## src/rtl/ctrl_seq_if.sv

```systemverilog
// Sequencer bus: program-memory handshake, ALU carry/resume inputs, and the
// strobes and decoded fields that drive the pc and reg_alu blocks.
interface ctrl_seq_if #(
   parameter int IW  = 16,
   parameter int RAW = 3,
   parameter int OPW = 2,
   parameter int AW  = 7,
   parameter int CW  = 16
);
   logic [IW-1:0]  d_in;
   logic           mem_ready;
   logic           cout;
   logic           resume;
   logic           load_ir;
   logic           pc_inc;
   logic           pc_load;
   logic [AW-1:0]  jump_addr;
   logic           wr_reg;
   logic [RAW-1:0] rd_addr_a;
   logic [RAW-1:0] rd_addr_b;
   logic [RAW-1:0] wr_addr;
   logic [OPW-1:0] op;
   logic           halted;
   logic           illegal;
   logic [CW-1:0]  retired;

   modport master (
      input  d_in, mem_ready, cout, resume,
      output load_ir, pc_inc, pc_load, jump_addr, wr_reg,
             rd_addr_a, rd_addr_b, wr_addr, op, halted, illegal, retired
   );

   modport slave (
      output d_in, mem_ready, cout, resume,
      input  load_ir, pc_inc, pc_load, jump_addr, wr_reg,
             rd_addr_a, rd_addr_b, wr_addr, op, halted, illegal, retired
   );
endinterface

```

## src/rtl/ctrl_seq.sv

```systemverilog
// Instruction sequencer: FETCH/EXEC/HALT control with wait-state fetch,
// jump/jump-if-carry decode, sticky illegal flag and retired counter.
module ctrl_seq #(
   parameter int IW  = 16,
   parameter int RAW = 3,
   parameter int OPW = 2,
   parameter int AW  = 7,
   parameter int CW  = 16
) (
   input  logic         clk,
   input  logic         reset,
   ctrl_seq_if.master   bus
);
   localparam int CLW = IW - 3*RAW - OPW;
   localparam logic [CLW-1:0] CLS_ALU  = CLW'(0);
   localparam logic [CLW-1:0] CLS_JC   = CLW'(1);
   localparam logic [CLW-1:0] CLS_JMP  = CLW'(2);
   localparam logic [CLW-1:0] CLS_NOP  = CLW'(3);
   localparam logic [CLW-1:0] CLS_HALT = CLW'(4);

   typedef enum logic [1:0] {S_FETCH, S_EXEC, S_HALT} state_t;

   state_t         r_state, w_next;
   logic [IW-1:0]  r_ir;
   logic           r_illegal;
   logic [CW-1:0]  r_retired;
   logic [CLW-1:0] w_cls;
   logic           w_load_ir, w_pc_inc, w_pc_load, w_wr_reg;

   assign w_cls = r_ir[IW-1:3*RAW+OPW];

   always_ff @(posedge clk) begin
      if (reset) begin
         r_state   <= S_FETCH;
         r_ir      <= '0;
         r_illegal <= 1'b0;
         r_retired <= '0;
      end else begin
         r_state <= w_next;
         if (r_state == S_FETCH && bus.mem_ready)
            r_ir <= bus.d_in;
         if (r_state == S_EXEC) begin
            r_retired <= r_retired + CW'(1);
            if (w_cls > CLS_HALT)
               r_illegal <= 1'b1;
         end
      end
   end

   always_comb begin
      w_next    = r_state;
      w_load_ir = 1'b0;
      w_pc_inc  = 1'b0;
      w_pc_load = 1'b0;
      w_wr_reg  = 1'b0;
      case (r_state)
         S_FETCH: begin
            w_load_ir = 1'b1;
            if (bus.mem_ready)
               w_next = S_EXEC;
         end
         S_EXEC: begin
            w_next = (w_cls == CLS_HALT) ? S_HALT : S_FETCH;
            case (w_cls)
               CLS_ALU: begin
                  w_wr_reg = 1'b1;
                  w_pc_inc = 1'b1;
               end
               CLS_JC: begin
                  w_pc_load = bus.cout;
                  w_pc_inc  = ~bus.cout;
               end
               CLS_JMP:  w_pc_load = 1'b1;
               CLS_NOP:  w_pc_inc  = 1'b1;
               // HALT still advances pc so resume continues past it
               CLS_HALT: w_pc_inc  = 1'b1;
               default:  w_pc_inc  = 1'b1;
            endcase
         end
         S_HALT: begin
            if (bus.resume)
               w_next = S_FETCH;
         end
         default: w_next = S_FETCH;
      endcase
   end

   assign bus.load_ir   = w_load_ir;
   assign bus.pc_inc    = w_pc_inc;
   assign bus.pc_load   = w_pc_load;
   assign bus.wr_reg    = w_wr_reg;
   assign bus.halted    = (r_state == S_HALT);
   assign bus.illegal   = r_illegal;
   assign bus.retired   = r_retired;
   assign bus.jump_addr = r_ir[AW-1:0];
   assign bus.rd_addr_a = r_ir[RAW-1:0];
   assign bus.rd_addr_b = r_ir[2*RAW-1:RAW];
   assign bus.wr_addr   = r_ir[3*RAW-1:2*RAW];
   assign bus.op        = r_ir[3*RAW+OPW-1:3*RAW];
endmodule
```

## src/flat_wrapper.sv

```systemverilog
// flat-port wrapper written by rule: the top's interface ports become plain ports
module ctrl_seq_flat 
#(
   parameter int IW  = 16,
   parameter int RAW = 3,
   parameter int OPW = 2,
   parameter int AW  = 7,
   parameter int CW  = 16
)
  (clk, reset, bus_d_in, bus_mem_ready, bus_cout, bus_resume, bus_load_ir, bus_pc_inc, bus_pc_load, bus_jump_addr, bus_wr_reg, bus_rd_addr_a, bus_rd_addr_b, bus_wr_addr, bus_op, bus_halted, bus_illegal, bus_retired);
  ctrl_seq_if #(.IW(IW), .RAW(RAW), .OPW(OPW), .AW(AW), .CW(CW)) bus_i ();
  input  logic clk;
  input  logic reset;
  input wire logic [$bits(bus_i.d_in)-1:0] bus_d_in;
  input wire logic [$bits(bus_i.mem_ready)-1:0] bus_mem_ready;
  input wire logic [$bits(bus_i.cout)-1:0] bus_cout;
  input wire logic [$bits(bus_i.resume)-1:0] bus_resume;
  output wire logic [$bits(bus_i.load_ir)-1:0] bus_load_ir;
  output wire logic [$bits(bus_i.pc_inc)-1:0] bus_pc_inc;
  output wire logic [$bits(bus_i.pc_load)-1:0] bus_pc_load;
  output wire logic [$bits(bus_i.jump_addr)-1:0] bus_jump_addr;
  output wire logic [$bits(bus_i.wr_reg)-1:0] bus_wr_reg;
  output wire logic [$bits(bus_i.rd_addr_a)-1:0] bus_rd_addr_a;
  output wire logic [$bits(bus_i.rd_addr_b)-1:0] bus_rd_addr_b;
  output wire logic [$bits(bus_i.wr_addr)-1:0] bus_wr_addr;
  output wire logic [$bits(bus_i.op)-1:0] bus_op;
  output wire logic [$bits(bus_i.halted)-1:0] bus_halted;
  output wire logic [$bits(bus_i.illegal)-1:0] bus_illegal;
  output wire logic [$bits(bus_i.retired)-1:0] bus_retired;
  assign bus_i.d_in = bus_d_in;
  assign bus_i.mem_ready = bus_mem_ready;
  assign bus_i.cout = bus_cout;
  assign bus_i.resume = bus_resume;
  assign bus_load_ir = bus_i.load_ir;
  assign bus_pc_inc = bus_i.pc_inc;
  assign bus_pc_load = bus_i.pc_load;
  assign bus_jump_addr = bus_i.jump_addr;
  assign bus_wr_reg = bus_i.wr_reg;
  assign bus_rd_addr_a = bus_i.rd_addr_a;
  assign bus_rd_addr_b = bus_i.rd_addr_b;
  assign bus_wr_addr = bus_i.wr_addr;
  assign bus_op = bus_i.op;
  assign bus_halted = bus_i.halted;
  assign bus_illegal = bus_i.illegal;
  assign bus_retired = bus_i.retired;
  ctrl_seq #(.IW(IW), .RAW(RAW), .OPW(OPW), .AW(AW), .CW(CW)) u_core (.clk(clk), .reset(reset), .bus(bus_i));
endmodule
```

## config.mk

```make
export PLATFORM = sky130hd
export DESIGN_NAME = ctrl_seq_flat
export DESIGN_NICKNAME = d
export VERILOG_FILES = /design/src/rtl/ctrl_seq_if.sv /design/src/rtl/ctrl_seq.sv /design/src/flat_wrapper.sv
export SDC_FILE = /design/constraint.sdc
export NUM_CORES = 1
export LEC_CHECK = 0
export BUFFER_PORTS_ARGS = -buffer_cell sky130_fd_sc_hd__buf_2
export CORE_AREA = 8 8 89 91
export CTS_CLUSTER_DIAMETER = 150
export CTS_CLUSTER_SIZE = 14
export DETAILED_ROUTE_END_ITERATION = 8
export DIE_AREA = 0 0 97 99
export GPL_TIMING_DRIVEN = 0
export SYNTH_ARGS = -nofsm -noshare
export SYNTH_HDL_FRONTEND = slang
export SYNTH_SLANG_ARGS = --single-unit
export TNS_END_PERCENT = 20
```

## constraint.sdc

```tcl
create_clock -name clk -period 1.5 [get_ports clk]
set_input_delay 0.15 -clock clk [delete_from_list [all_inputs] [get_ports clk]]
set_output_delay 0.15 -clock clk [all_outputs]
set_load 0.02 [all_outputs]
```

Word level (Yosys, flattened, before mapping)
Cells that the tools add are included.
Word-level totals
  logic and storage cells: 30
  output and inout bits: 40
  register bits: 35
  input bits: 21
Operators by class
  equal/unequal tests: 7
  add/sub/neg operators: 1
  bitwise logic cells: 1
  reduce and logical (&&, ||, !) cells: 5
  magnitude comparators: 1
  multiplexer cells: 11
Operator list (number)
  16-bit by 1-bit adder with 16-bit output, second input constant: 1
  2-bit 2-to-1 mux: 3
  2-bit case mux with 3 select lines: 1
  5-bit by 1-bit equality test with 1-bit output, second input constant: 1
  5-bit by 2-bit equality test with 1-bit output, second input constant: 1
  5-bit by 3-bit equality test with 1-bit output, second input constant: 1
  5-bit by 3-bit greater-than comparator with 1-bit output, second input constant: 1
  5-bit logical NOT: 1
  1-bit 2-to-1 mux: 5
  2-bit != test, second input constant: 2
  1-bit case mux with 2 select lines: 2
  2-bit AND reduction: 2
  2-bit by 1-bit equality test with 1-bit output, second input constant: 1
  2-bit equality test, second input constant: 1
  2-bit logical NOT: 1
  1-bit logical AND: 1
  1-bit NOT: 1

Longest topological paths before layout
  depth in word-level cells: 3
  gate-level depth with buffers: 6
  depth with buffers taken out: 5

Worst setup path before layout
Ideal clock, no wire load.
  path kind: register to register
  start point: register u_core.r_retired[0], in the netlist u_core.bus.retired[0]
  end point: register u_core.r_retired[14], in the netlist u_core.bus.retired[14]
  library setup time: 0.070 ns
  data required time: 1.430 ns
  path buffers: 1
  arrival time: 1.578 ns
  setup slack: -0.148 ns
  period minus slack after synthesis: 1.648 ns
  cell stages (with the launch flop): 7
  path through: dfxtp_1 ha_1 and4b_1 buf_2 nand3_1 or3_1 a21oi_1
On the way
  longest elaborated chain between the ends: 1
Ends and longest elaborated chain
  start: declaration: line ctrl_seq.sv:26  | logic [CW-1:0] r_retired;
  start signal: assignment: line ctrl_seq.sv:43  | r_retired <= r_retired + CW'(1);
  16-bit by 1-bit adder with 16-bit output: line ctrl_seq.sv:43
No other way between the ends.
A chain may end at the register's enable or synchronous reset.

Worst setup path after layout
  start point: register u_core.r_ir[13]
  end point: output port bus_pc_load
On the way
  longest elaborated chain between the ends: 3
  elaborated cells on any way between the ends: 4
  classes of those cells: eq/ne: 2; mux: 2
Ends and longest elaborated chain
  start: declaration: line ctrl_seq.sv:24  | logic [IW-1:0] r_ir;
  start signal: assignment: line ctrl_seq.sv:41  | r_ir <= bus.d_in;
  5-bit by 2-bit equality test with 1-bit output / 5-bit by 1-bit equality test with 1-bit output (equally long branches): line ctrl_seq.sv:64  | case (w_cls)
  1-bit case mux with 2 select lines *: line ctrl_seq.sv:64
  1-bit 2-to-1 mux *: line ctrl_seq.sv:56  | case (r_state)
  end: declaration: line flat_wrapper.sv:20  | output wire logic [$bits(bus_i.pc_load)-1:0] bus_pc_load;
Mark *: on every way between the ends. The rest lies on a longest branch, timed or not.

==> summary.md <==
| Metric | Value |
|---|---|
| First-pass detailed-route iteration total | 4 |
| Core footprint | roughly 6600 µm² |
| CP Capture Type | output port |
| Clk sink count | 35 |
| Cell chain of the critical path | or3_4 > a21oi_2 > and2_4 > buf_6 |
| Routed Antenna Nets | 0 |
| Tcrit/Tclk final | 1.04 |
| Dpl hpwl | about 3000 µm |
| Leakage | ~0.001 µW |
| Total number of vias | 1423 |
| Fraction of the yosys area taken by sequential cells | 0.449 |
| Commonest non-fill, non-tap cells in the layout | sky130_fd_sc_hd__buf_2, sky130_fd_sc_hd__nand2_1, sky130_fd_sc_hd__dfxtp_1, sky130_fd_sc_hd__buf_4, sky130_fd_sc_hd__a21oi_1 |
| EDFF count, synth | 0 |
| Placement Setup Slack | -0.0460 ns |
| Die X-Extent | 97 µm |
| Layout overhead on the synthesized area | 38.1% |
| Critical path required time | around 1.4 ns |
| Count of state elements after synthesis | 35 |
| Mapped Avg Cell Area | approximately 8.2 µm² |
| Clock latency reported for the late side of the worst-skew pair | ~0.29 ns |
| Root buffer cell | sky130_fd_sc_hd__clkbuf_8 |
| Vias per inst | ~4.2 |
| GRT Residual Overflow | 0 |
| Synth top area share | 0.449 |
| Chip Height | 99 µm |
| Cell variety after synth | 28 |
| Clock tree from TritonCTS | built |
| Worst rel slew slack | 0.681 |
| Ratio of total power to cell area | 992 nW/µm² |
| Share of layout cells above drive strength 1 | 0.421 |
| Slew at the pin with the worst max-slew slack | between 0.4 and 0.5 ns |
| Total routing resource utilization after global routing | 0.0829 |
| Worst Slack Setup Final | -0.0611 ns |
| Startpoint type of the worst setup path | flip-flop |
| Violated checks | negative setup slack |
| Top cell type by total area after synthesis | sky130_fd_sc_hd__dfxtp_1 |
| Post-route DRC | 0 |
| Max Clk Rate | between 600 and 700 MHz |
| Slowest cell on the critical path | sky130_fd_sc_hd__or3_4 |
| Critical path's largest stage delay | 0.40 ns |
| Pin count of the biggest net entering global routing | 14 |
| Mean routed wirelength per cell | 11.5 µm |
| Iteration-0 DRC Markers | slightly below 100 |
| Total die area | 9600 µm² |
| Maximum clock insertion buffer count | 2 |
| Warnings from Yosys | 0 |
| Top-level I/O count | 61 |
| Critical Path Fanout Max | 3 |
| Max H-tree Level | 2 |
| Final GP Congestion | between 0.7 and 0.8 |
| Worst-case clock skew | approximately 0.010 ns |
| Syn Nets | roughly 210 |
| Quantity of hold-fixing buffers added after cts | 0 |
| RSZ-0062 raised after global routing | yes |
| Final critical delay including setup and external delays | roughly 1.6 ns |
| Maximum vdd ir drop | between 0.0004 and 0.0005 V |
| Result of the run | finished, violations left |
| Wire length of the first global-routing pass | between 6000 and 7000 µm |
| Worst EP arrival | around 1.4 ns |
| Kind of critical path | flip-flop to output port |
| Clock transition time at the flip-flop clock pins of the worst setup and hold paths | 0.08 ns |
| Gate count of the mapped netlist | 190 |
| Asr flop ratio synth | 0 |
| Sum of negative setup slack | -0.131 ns |
| Initial core utilization | 0.238 |
| Final-report hold violation count | 0 |
| Count of inserted antenna diode cells | 0 |
| Setup violations, final | 3 |
| Worst r2r src | u_core.r_state[0] |
| Beginning of the critical path | u_core.r_ir[13] |
| Standard-cell rows | 30 |
| Most common flop cell mapped by yosys | sky130_fd_sc_hd__dfxtp_1 |
| Total CTS buffers | 5 |
| Synth area leaders | sky130_fd_sc_hd__dfxtp_1, sky130_fd_sc_hd__nand2_1, sky130_fd_sc_hd__buf_4 |
| Worst path buffer plus inverter count | 1 |
| Layout Nets | 280 |
| Number of antenna violations at the first check in global routing | 0 |
| Class of the worst hold path | input port to flip-flop |
| CP top delay family | simple AND/OR/NAND/NOR gates |
| Max Slew Vio Count | 0 |
| Commonest non-fill, non-tap cell in the layout | sky130_fd_sc_hd__buf_2 |
| Synthesized area | 1560 µm² |
| Hold path startpoint | bus_d_in[9] |
| Routed wire length | ~4000 µm |
| Vias in the first global route | around 1400 |
| Max-capacitance violation count | 0 |
| IO buf count | between 50 and 60 |
## routing by layer
layer | vias to the layer above | global-route usage | share of wire
met3 | 2 | 0.0350 | 0.053
met5 | - | 0 | 0
met4 | 0 | 0.0249 | 0.0049
met1 | 643 | 0.0954 | 0.44
li1 | 747 | - | -
met2 | 31 | 0.136 | 0.50
## worst paths after layout
path                                               end  slack, ns  cells after the start
worst min register to register          u_core.r_ir[9]       0.46                      2
worst min-delay path                    u_core.r_ir[9]       0.09                      3
worst max-delay path                       bus_pc_load      -0.06                      4
worst max register to register  u_core.bus.retired[15]      -0.06                      4
## per-stage QoR
step	util	cell area, µm²	hold slack (ns)	power (µW)	std cells
after floorplan	-	1580	0.286	1190	190
after global placement	0.300	1970	0.394	1280	329
after detailed placement	0.300	1970	0.398	1280	329
after CTS	0.326	2140	0.0801	2180	339
after global routing	0.328	2160	0.0745	2260	339
final	0.328	2160	0.0905	2140	339
## tightest hold or removal path, stage by stage
cell,delay [ns]
sky130_fd_sc_hd__buf_2,0.10
sky130_fd_sc_hd__nand2_1,0.04
sky130_fd_sc_hd__a21oi_1,0.05
## kinds of logic after synthesis
group,Yosys count,synth area share
mux,1,0.00721
xor+xnor,11,0.0617
fa+ha+maj,1,0.00801
compound gates,26,0.0841
flops,35,0.449
simple gates,88,0.273
buf+inv,28,0.117
## registers in the layout (all words and copies together), names as in the netlist
name / flops
u_core.bus.retired: 16
u_core.r_ir: 16
u_core.r_state: 2
u_core.bus.illegal: 1
## synth_stat cells (4+ instances only)
cell / count
sky130_fd_sc_hd__dfxtp_1: 35
sky130_fd_sc_hd__xor2_1: 10
sky130_fd_sc_hd__buf_4: 18
sky130_fd_sc_hd__a21oi_1: 22
sky130_fd_sc_hd__nand4_1: 4
sky130_fd_sc_hd__or3_1: 4
sky130_fd_sc_hd__nor2_1: 16
sky130_fd_sc_hd__nand3_1: 5
sky130_fd_sc_hd__nand2_1: 41
sky130_fd_sc_hd__clkbuf_1: 6
## final cells by class
class / count / area (µm²)
Fill cell: 708 / 4410
Clock buffer: 5 / 68.8
Tap cell: 80 / 100
Sequential cell: 35 / 714
Inverter: 1 / 3.75
Clock inverter: 3 / 47.5
Buffer: 27 / 189
Timing Repair Buffer: 61 / 322
Multi-Input combinational cell: 127 / 712
## timing repair
action | CTS | global route
setup endpoints to repair | 15 | 17
pin swaps | 3 | 1
resized for setup | 14 | 3
cloned | 0 | 0
buffers inserted | 2 | 0
## where the power goes
part	internal [µW]	switching [µW]	leakage, µW
clock network	504	366	0.0000587
registers	962	30.1	0.000290
logic	126	151	0.000654
total	1590	547	0.00100
Note: power is estimated with default switching activity, not from simulation.
